===== src/rtl/rgbw_frame_dispatcher.sv =====
// rgbw_frame_dispatcher
// Purpose: assembles the SPI byte stream into fixed 8-byte frames
// (mode, lint, colorIdx, R, G, B, W, checksum). It commits a frame to the
// colour-path setpoint registers only when the frame's XOR checksum matches,
// and it commits all seven setpoints on the same edge. Aborted, stalled or
// corrupt frames are dropped and counted.
// Ports:
//   clk            system clock (same clock as the SPI slave)
//   reset          synchronous, active-high reset
//   cs_n           raw SPI chip select, asynchronous; synchronised in here
//   rx_data        received byte, stable while rx_rdy is high
//   rx_rdy         byte-ready level from the SPI slave; rising edge = one byte
//   mode_sync .. white_sync  committed setpoints
//   upd            one-cycle pulse in the first cycle new setpoints are visible
//   frm_err        one-cycle pulse per discarded frame
//   err_cnt        saturating count of discarded frames
module rgbw_frame_dispatcher #(
    parameter int unsigned           TO_W    = 16,
    parameter logic [TO_W-1:0]       TIMEOUT = 16'd50000
) (
    input  logic       clk,
    input  logic       reset,
    input  logic       cs_n,
    input  logic [7:0] rx_data,
    input  logic       rx_rdy,
    output logic [7:0] mode_sync,
    output logic [7:0] lint_sync,
    output logic [7:0] colorIdx_sync,
    output logic [7:0] red_sync,
    output logic [7:0] green_sync,
    output logic [7:0] blue_sync,
    output logic [7:0] white_sync,
    output logic       upd,
    output logic       frm_err,
    output logic [7:0] err_cnt
);

    typedef enum logic [1:0] {
        S_IDLE  = 2'd0,
        S_RECV  = 2'd1,
        S_CHECK = 2'd2
    } state_t;

    // The timer reads 0 in the first cycle after an accept, so deciding the
    // abort at count TIMEOUT-3 puts the frm_err pulse TIMEOUT-1 cycles after
    // the last accepted byte. A byte landing in the decision cycle still wins.
    localparam logic [TO_W-1:0] TO_LAST =
        (TIMEOUT > TO_W'(3)) ? (TIMEOUT - TO_W'(3)) : '0;

    // One step of the running checksum fold.
    function automatic logic [7:0] xor_fold(input logic [7:0] acc, input logic [7:0] b);
        return acc ^ b;
    endfunction

    state_t          state_q, state_d;
    logic [2:0]      cnt_q, cnt_d;
    logic [7:0]      stage_q [7];
    logic [7:0]      stage_d [7];
    logic [7:0]      xor_q, xor_d;
    logic            match_q, match_d;
    logic [TO_W-1:0] to_q, to_d;
    logic [7:0]      mode_q, mode_d, lint_q, lint_d, cidx_q, cidx_d;
    logic [7:0]      red_q, red_d, green_q, green_d, blue_q, blue_d, white_q, white_d;
    logic            upd_q, upd_d, frm_err_q, frm_err_d;
    logic [7:0]      err_cnt_q, err_cnt_d;
    logic            rdy_q;
    logic            cs_meta_q, cs_s_q, cs_prev_q;

    logic            accept_s, cs_rise_s, cs_fall_s, timeout_s;

    assign accept_s  = rx_rdy & ~rdy_q;
    assign cs_rise_s = cs_s_q & ~cs_prev_q;
    assign cs_fall_s = ~cs_s_q & cs_prev_q;
    assign timeout_s = (to_q >= TO_LAST);

    // Input capture: rx_rdy edge register and the cs_n synchroniser chain.
    always_ff @(posedge clk) begin
        if (reset) begin
            rdy_q     <= 1'b0;
            cs_meta_q <= 1'b1;
            cs_s_q    <= 1'b1;
            cs_prev_q <= 1'b1;
        end else begin
            rdy_q     <= rx_rdy;
            cs_meta_q <= cs_n;
            cs_s_q    <= cs_meta_q;
            cs_prev_q <= cs_s_q;
        end
    end

    // Frame FSM: next state, staging, checksum, timer and commit decisions.
    always_comb begin
        state_d   = state_q;
        cnt_d     = cnt_q;
        stage_d   = stage_q;
        xor_d     = xor_q;
        match_d   = match_q;
        to_d      = to_q;
        mode_d    = mode_q;
        lint_d    = lint_q;
        cidx_d    = cidx_q;
        red_d     = red_q;
        green_d   = green_q;
        blue_d    = blue_q;
        white_d   = white_q;
        upd_d     = 1'b0;
        frm_err_d = 1'b0;
        err_cnt_d = err_cnt_q;

        case (state_q)
            S_IDLE: begin
                to_d = '0;
                if (accept_s) begin
                    stage_d[0] = rx_data;
                    xor_d      = xor_fold(8'hFF, rx_data);
                    cnt_d      = 3'd1;
                    state_d    = S_RECV;
                end else begin
                    // A falling cs edge here is just the normal frame start.
                    xor_d = 8'hFF;
                    cnt_d = 3'd0;
                end
            end
            S_RECV: begin
                if (accept_s) begin
                    to_d = '0;
                    if (cnt_q == 3'd7) begin
                        match_d = (rx_data == xor_q);
                        state_d = S_CHECK;
                    end else begin
                        stage_d[cnt_q] = rx_data;
                        xor_d          = xor_fold(xor_q, rx_data);
                        cnt_d          = cnt_q + 3'd1;
                    end
                end else if (cs_rise_s || cs_fall_s || timeout_s) begin
                    // Deselect, a restarted frame or a stall all end the same way.
                    state_d   = S_IDLE;
                    cnt_d     = 3'd0;
                    xor_d     = 8'hFF;
                    to_d      = '0;
                    frm_err_d = 1'b1;
                end else begin
                    to_d = to_q + TO_W'(1);
                end
            end
            S_CHECK: begin
                // Bytes arriving here are dropped silently.
                if (match_q) begin
                    mode_d  = stage_q[0];
                    lint_d  = stage_q[1];
                    cidx_d  = stage_q[2];
                    red_d   = stage_q[3];
                    green_d = stage_q[4];
                    blue_d  = stage_q[5];
                    white_d = stage_q[6];
                    upd_d   = 1'b1;
                end else begin
                    frm_err_d = 1'b1;
                end
                state_d = S_IDLE;
                cnt_d   = 3'd0;
                xor_d   = 8'hFF;
                to_d    = '0;
            end
            default: begin
                state_d = S_IDLE;
                cnt_d   = 3'd0;
                xor_d   = 8'hFF;
                to_d    = '0;
            end
        endcase

        if (frm_err_d && (err_cnt_q != 8'hFF)) begin
            err_cnt_d = err_cnt_q + 8'h01;
        end else begin
            err_cnt_d = err_cnt_q;
        end
    end

    // State and output registers.
    always_ff @(posedge clk) begin
        if (reset) begin
            state_q   <= S_IDLE;
            cnt_q     <= 3'd0;
            for (int i = 0; i < 7; i++) stage_q[i] <= 8'h00;
            xor_q     <= 8'hFF;
            match_q   <= 1'b0;
            to_q      <= '0;
            mode_q    <= 8'h00;
            lint_q    <= 8'h00;
            cidx_q    <= 8'h00;
            red_q     <= 8'h00;
            green_q   <= 8'h00;
            blue_q    <= 8'h00;
            white_q   <= 8'h00;
            upd_q     <= 1'b0;
            frm_err_q <= 1'b0;
            err_cnt_q <= 8'h00;
        end else begin
            state_q   <= state_d;
            cnt_q     <= cnt_d;
            stage_q   <= stage_d;
            xor_q     <= xor_d;
            match_q   <= match_d;
            to_q      <= to_d;
            mode_q    <= mode_d;
            lint_q    <= lint_d;
            cidx_q    <= cidx_d;
            red_q     <= red_d;
            green_q   <= green_d;
            blue_q    <= blue_d;
            white_q   <= white_d;
            upd_q     <= upd_d;
            frm_err_q <= frm_err_d;
            err_cnt_q <= err_cnt_d;
        end
    end

    assign mode_sync     = mode_q;
    assign lint_sync     = lint_q;
    assign colorIdx_sync = cidx_q;
    assign red_sync      = red_q;
    assign green_sync    = green_q;
    assign blue_sync     = blue_q;
    assign white_sync    = white_q;
    assign upd           = upd_q;
    assign frm_err       = frm_err_q;
    assign err_cnt       = err_cnt_q;

endmodule


===== config.mk =====
export PLATFORM = sky130hd
export DESIGN_NAME = rgbw_frame_dispatcher
export DESIGN_NICKNAME = d
export VERILOG_FILES = /design/src/rtl/rgbw_frame_dispatcher.sv
export SDC_FILE = /design/constraint.sdc
export NUM_CORES = 1
export LEC_CHECK = 0
export BUFFER_PORTS_ARGS = -buffer_cell sky130_fd_sc_hd__buf_2
export CAP_MARGIN = 20
export CORE_AREA = 2 2 129 131
export CTS_CLUSTER_SIZE = 40
export DETAILED_ROUTE_END_ITERATION = 6
export DIE_AREA = 0 0 131 133
export MAX_ROUTING_LAYER = met4
export REMOVE_ABC_BUFFERS = 1
export SLEW_MARGIN = 10
export SYNTH_ARGS = -nofsm -noshare
export SYNTH_HDL_FRONTEND = slang
export SYNTH_SLANG_ARGS = --single-unit

===== constraint.sdc =====
create_clock -name clk -period 2.2 [get_ports clk]
set_input_delay 0.11 -clock clk [delete_from_list [all_inputs] [get_ports clk]]
set_output_delay 0.11 -clock clk [all_outputs]
set_load 0.02 [all_outputs]

==> results.yml, run 1 <==
status:
  status: "finished, final reports clean"
sta:
  fmax_mhz: 478.6
  rsz0062_at_grt: "true"
  slew_headroom_pct: 65.72
  hold-worst-slack_ns: 0.04130
  finalClockSkew_ns: 0.007942
  min_period_ns: 2.090
  tightest_slew_ns: 0.5129
  finalSetupTns_ns: 0
  slew_violations: 0
  finalHoldViolCount: 0
  period_share_pct: 94.98
  finalSetupViolations: 0
synthesis:
  ys_seq_elements: 156
  ys.flop_type: "dfxtp_1"
  synth.largest_area_cell: "dfxtp_1"
  synth_warnings: 0
  synth_area_leaders: "dfxtp_1, nand2_1, mux2i_1"
  synth_cell_type_count: 49
  synth_edf_count: 0
  synthCells: 726
  yosysMostFrequentCell: "dfxtp_1"
  synth_common_cells: "dfxtp_1, nand2_1, nor2_1, a21oi_1, mux2i_1"
  synth.avg_cell_area_um2: 8.631
  ys_seq_area_share_pct: 49.84
  async_flop_share_pct: 0
  netlist_area_um2: 6266
  netlist.area_leader.share_pct: 49.84
cells_and_area:
  fillers: 1622
  multiInputGateArea_um2: 2910
  n_antenna_cell: 0
  layout-drive-gt1-share_pct: 18.46
  nets: 817
  syn2layout_area_growth_pct: 21.43
  final_area_um2: 7609
  register_area_um2: 3123
clock_network:
  postCtsSetupRepairBufs: 0
  worstSkewPairLatency_ns: 0.42
  cts_tree: "yes"
  clock_path_buffers: 2
  numCtsBuffers: 17
  cts.sinks: 156
  htreeDepth: 4
  clk_pin_slew_ns: 0.06
  clockRootBuffer: "clkbuf_16"
grt:
  grt_pass1_wl_mm: 22.38
  grt_usage_pct: 16.72
  grt_pass1_vias: 4575
  overflow: 0
  antenna_found_initial: 0
  grt_start_max_net_pins: 100
setup_path:
  cp.depth: 7
  path_delay_family: "compound AO/OA/AOI/OAI gates"
  regToRegSetupSlack_ns: 0.11
  slowest_delay_ns: 0.55
  reg2regPathDepth: 7
  critPathMaxFanout: 8
  required_ns: 2.54
  worstPathCellList: "or4_4 -> a31oi_4 -> o21ai_2 -> a32oi_4 -> buf_4 -> nor3_1 -> a211oi_2"
  critical-path-slowest-cell: "or4_4"
  crit_path_end_kind: "flop"
  cp.arrival_ns: 2.43
  worst-setup-path-type: "flop to flop"
  cp-start-kind: "flop"
  critPathBufInv: 1
die:
  initial_core_util_pct: 38.75
  core_area_um2: 16170
  die-area_um2: 17420
  die_h_um: 133
  io_pins: 78
  row_count: 47
  die_w_um: 131
pwr:
  p_leak_nw: 3.044
  irDropWorstVdd_mv: 0.5674
  p_per_area_nw_per_um2: 829.7
placement:
  place_area_um2: 6917
  gp_congestion: 0.8187
  dp_hpwl_mm: 8.592
  io_buffers: 77
worst_hold_path:
  hold_class: "input port to flop"
  hold_depth: 2
routing:
  firstDrtPassIters: 6
  vias: 4949
  wl_per_cell_um: 13.25
  drt_iter0_markers: 260
  routed_wl_mm: 13.61
  drc: 0
  vias_per_cell: 4.819
  ant_nets: 0
run:
  cap_violations: 0
-- sequential cells by signal, indices dropped and copies added (netlist names) --
register	cells
blue_sync	8
cnt_q	3
colorIdx_sync	8
cs_meta_q	1
cs_prev_q	1
cs_s_q	1
err_cnt	8
frm_err	1
green_sync	8
lint_sync	8
match_q	1
mode_sync	8
rdy_q	1
red_sync	8
stage_q	56
state_q	2
to_q	16
upd	1
white_sync	8
xor_q	8
-- final timing paths --
kind / startpoint / end
worst max-delay path: to_q[13] / err_cnt[7]
worst min-delay path: reset / stage_q[32]
worst max register to register: to_q[13] / err_cnt[7]
worst min register to register: cs_meta_q / cs_s_q
-- logic make-up (layout without fill, tap and decap cells) --
logic type	after synthesis	in the layout	share of synthesized area (%)
simple gates	312	312	21.73
flops	156	156	49.84
compound gates	116	116	11.26
buf+inv	60	141	3.954
mux	52	52	8.486
xor+xnor	21	21	2.935
fa+ha+maj	9	9	1.797
-- worst reg2reg max path: stages (launching register included) --
cell and delay, ns:
dfxtp_1 0.33, or4_4 0.55, a31oi_4 0.20, o21ai_2 0.10
a32oi_4 0.37, buf_4 0.20, nor3_1 0.06, a211oi_2 0.20
-- per-layer routing --
| layer | GRT usage (%) | part of all wire, % |
|---|---|---|
| met5 | - | 0 |
| met4 | 5.319 | 1.1 |
| met3 | 4.367 | 3.4 |
| met2 | 26.37 | 47 |
| met1 | 20.84 | 49 |
-- metrics by stage --
| stage | worst slack [ns] | cells | total power, mW | utilization, % |
|---|---|---|---|---|
| floorplan | -0.5203 | 673 | 3.087 | - |
| finish | 0.1105 | 1027 | 6.313 | 47.05 |
| global placement | 0.05646 | 994 | 3.237 | 42.77 |
| global route | -0.004191 | 1027 | 6.552 | 47.05 |
| CTS | 0.0006493 | 1026 | 6.392 | 46.85 |
| detailed placement | 0.01971 | 994 | 3.239 | 42.77 |
-- timing repair --
item                       4_1_cts  5_1_grt
hold endpoints to repair         2        0
setup endpoints to repair        0        5
hold buffers                     2        0
gates resized for setup          0        1
-- power by group --
group | switching [mW] | internal (mW) | leakage (nW) | total (mW)
registers | 0.0192 | 2.85 | 1.26 | 2.87
clock network | 1.12 | 2.01 | 0.304 | 3.13
logic | 0.195 | 0.112 | 1.48 | 0.307
total | 1.34 | 4.98 | 3.04 | 6.31
-- layout by cell type (no fill, tap or decap), types with 8 or more instances in the layout --
cell,count
a21oi_1,74
a22oi_1,10
buf_2,76
buf_4,23
clkbuf_16,17
dfxtp_1,156
ha_1,9
mux2i_1,49
nand2_1,143
nand2b_1,8
nand3_1,21
nand4_1,8
nor2_1,88
o22a_1,8
o22ai_1,8
xnor2_1,9
xor2_1,12
-- final cells by class --
class	instances	area share, %
Sequential cell	156	41.05
Multi-Input combinational cell	510	38.25
Timing Repair Buffer	104	8.321
Tap cell	220	3.618
Clock inverter	9	2.105
Inverter	7	0.3453
Clock buffer	21	6.315
Note: power is estimated with default switching activity, not from simulation.
==> run 2: changes to the inputs <==
--- a/config.mk
+++ b/config.mk
@@ -5,12 +5,13 @@
 export SDC_FILE = /design/constraint.sdc
 export NUM_CORES = 1
 export LEC_CHECK = 0
+export ABC_AREA = 1
 export BUFFER_PORTS_ARGS = -buffer_cell sky130_fd_sc_hd__buf_2
 export CAP_MARGIN = 20
-export CORE_AREA = 2 2 129 131
+export CORE_AREA = 2 2 128 130
 export CTS_CLUSTER_SIZE = 40
 export DETAILED_ROUTE_END_ITERATION = 6
-export DIE_AREA = 0 0 131 133
+export DIE_AREA = 0 0 130 132
 export MAX_ROUTING_LAYER = met4
 export REMOVE_ABC_BUFFERS = 1
 export SLEW_MARGIN = 10
==> results.yml, run 2 <==
status:
  status: "finished, final reports clean"
die:
  die_w_um: 130
  core_area_um2: 15710
  initial_core_util_pct: 39.42
  io_pins: 78
  row_count: 46
  die-area_um2: 17160
  die_h_um: 132
routing:
  drt_iter0_markers: 230
  firstDrtPassIters: 4
  vias_per_cell: 4.753
  routed_wl_mm: 13.46
  vias: 5005
  wl_per_cell_um: 12.78
  ant_nets: 0
  drc: 0
sta:
  slew_violations: 0
  min_period_ns: 1.838
  period_share_pct: 83.55
  fmax_mhz: 544.0
  rsz0062_at_grt: "false"
  finalClockSkew_ns: 0.008101
  finalSetupViolations: 0
  hold-worst-slack_ns: 0.07594
  slew_headroom_pct: 76.30
  finalHoldViolCount: 0
  tightest_slew_ns: 0.3547
pwr:
  p_sw_mw: 1.394
  power_frac_clock_pct: 48.4
  combPwrFrac_pct: 5.3
  netSwitchingFraction_pct: 22.36
  p_leak_nw: 3.029
  p_int_mw: 4.838
  p_per_area_nw_per_um2: 834.7
  pwr-share-seq_pct: 46.3
  irDropWorstVdd_mv: 0.5446
setup_path:
  critPathMaxFanout: 16
  r2r_start: "cnt_q[0]"
  crit_start: "cnt_q[0]"
  worst-setup-path-type: "flop to flop"
  regToRegSetupSlack_ns: 0.36
  crit_path_end_kind: "flop"
  required_ns: 2.56
  cp-start-kind: "flop"
  cp.arrival_ns: 2.19
synthesis:
  ys_seq_elements: 156
  synth_warnings: 0
  ys.flop_type: "dfxtp_1"
  synth.largest_area_cell: "dfxtp_1"
  synth_edf_count: 0
  yosysMostFrequentCell: "dfxtp_1"
  async_flop_share_pct: 0
  synth.avg_cell_area_um2: 8.291
  synth_cell_type_count: 35
  synth_area_leaders: "dfxtp_1, o21ai_0, nor2_1"
  synthCells: 747
  ys_seq_area_share_pct: 50.42
  netlist.area_leader.share_pct: 50.42
  netlist_area_um2: 6193
  synth_common_cells: "dfxtp_1, nor2_1, o21ai_0, a21oi_1, nand2_1"
clock_network:
  clockRootBuffer: "clkbuf_16"
  postCtsSetupRepairBufs: 0
  cts.sinks: 156
  cts_tree: "yes"
  numCtsBuffers: 17
  htreeDepth: 4
  cts-resized-gates: 0
  worstSkewPairLatency_ns: 0.42
  clk_pin_slew_ns: 0.06
  clock_path_buffers: 2
grt:
  overflow: 0
  grt_use_met1_pct: 22.73
  grt_pass1_wl_mm: 22.55
  grt_pass1_vias: 4632
  grt_start_max_net_pins: 49
  grt_usage_pct: 16.96
  busiest_layer: "met2"
  antenna_found_initial: 0
  grtUsageMet3_pct: 3.774
  use_met2_pct: 24.93
cells_and_area:
  fillers: 1584
  top_regs: "stage_q: 56 flops, to_q: 16 flops"
  syn2layout_area_growth_pct: 20.55
  n_antenna_cell: 0
  layout_common_cells: "dfxtp_1, nor2_1, o21ai_0, a21oi_1, buf_2"
  largest_register: "stage_q"
  final_util_pct: 47.52
  layout-drive-gt1-share_pct: 19.47
  final_common_cell: "dfxtp_1"
  nets: 848
  largest_reg_flops: 56
placement:
  io_buffers: 77
  gp_congestion: 0.7649
  dp_hpwl_mm: 8.926
run:
  cap_violations: 0
worst_hold_path:
  hold_class: "input port to flop"
  worstHoldStart: "reset"
run 2: changes by cell type after synthesis, moves of 8 or more:
| cell | delta |
|---|---|
| nand2b_1 | -8 |
| o22a_1 | -8 |
| nand2_1 | -82 |
| nor2_1 | +51 |
| mux2i_1 | -49 |
| a22oi_1 | -10 |
| inv_1 | +31 |
| o22ai_1 | -8 |
| o21ai_0 | +110 |
| clkbuf_1 | -13 |
| nand3_1 | -13 |
run 2: power groups by stage:
stage               sequential [mW]  combinational (mW)  clock (mW)
finish                         2.89               0.329        3.02
global route                   2.89               0.373        3.20
CTS                            2.89               0.332        3.09
detailed placement             2.95               0.316           0
global placement               2.95               0.318           0
floorplan                      2.94               0.213           0
run 2: worst paths after layout:
check	to	depth (start not counted)
setup reg to reg	stage_q[44]	10
hold reg to reg	cs_s_q	1
hold / removal	lint_sync[6]	4
setup / recovery	stage_q[44]	10
run 2: cell families after synthesis:
kind of cell | after synthesis | synth area share (%)
AOI/OAI and AO/OA | 209 | 17.47
adders and majority gates | 9 | 1.818
xor gates and xnor gates | 23 | 3.252
buffers and inverters | 83 | 5.838
DFF | 156 | 50.42
and+or+nand+nor | 267 | 21.19
run 2: timing repair:
item,CTS,global route
hold buffers,10,0
endpoints found under the setup margin,0,0
endpoints found under the hold margin,10,0
run 2: worst max-delay path: stages (launching register included):
cell     delay [ns]
dfxtp_1        0.36
ha_1           0.22
ha_1           0.21
inv_1          0.10
nand2_4        0.08
nor2_8         0.13
nand2_4        0.10
nor3_4         0.12
buf_4          0.23
o21ai_0        0.10
a21oi_1        0.13
run 2: per-layer routing:
layer / share of wire [%] / wire (µm)
met5: 0 / 0
met4: 1.5 / 205
met3: 4.1 / 546
met2: 45 / 6106
met1: 49 / 6602
run 2: cell type report:
class	count	area, µm²	area share, %
Clock buffer	20	466.7	6.251
Inverter	44	165.2	2.212
Multi-Input combinational cell	508	2709	36.28
Sequential cell	156	3123	41.83
Clock inverter	9	136.4	1.827
Tap cell	216	270.3	3.620
Timing Repair Buffer	100	595.6	7.977
run 2: per-stage QoR:
step	cells	area, µm²	TNS (ns)	setup slack [ns]	total power [mW]
global placement	1014	6763	0	0.4174	3.266
global route	1053	7466	0	0.09694	6.463
CTS	1053	7466	0	0.3502	6.309
finish	1053	7466	0	0.3619	6.232
floorplan	708	5997	-13.92	-0.2486	3.157
detailed placement	1014	6763	0	0.3709	3.265
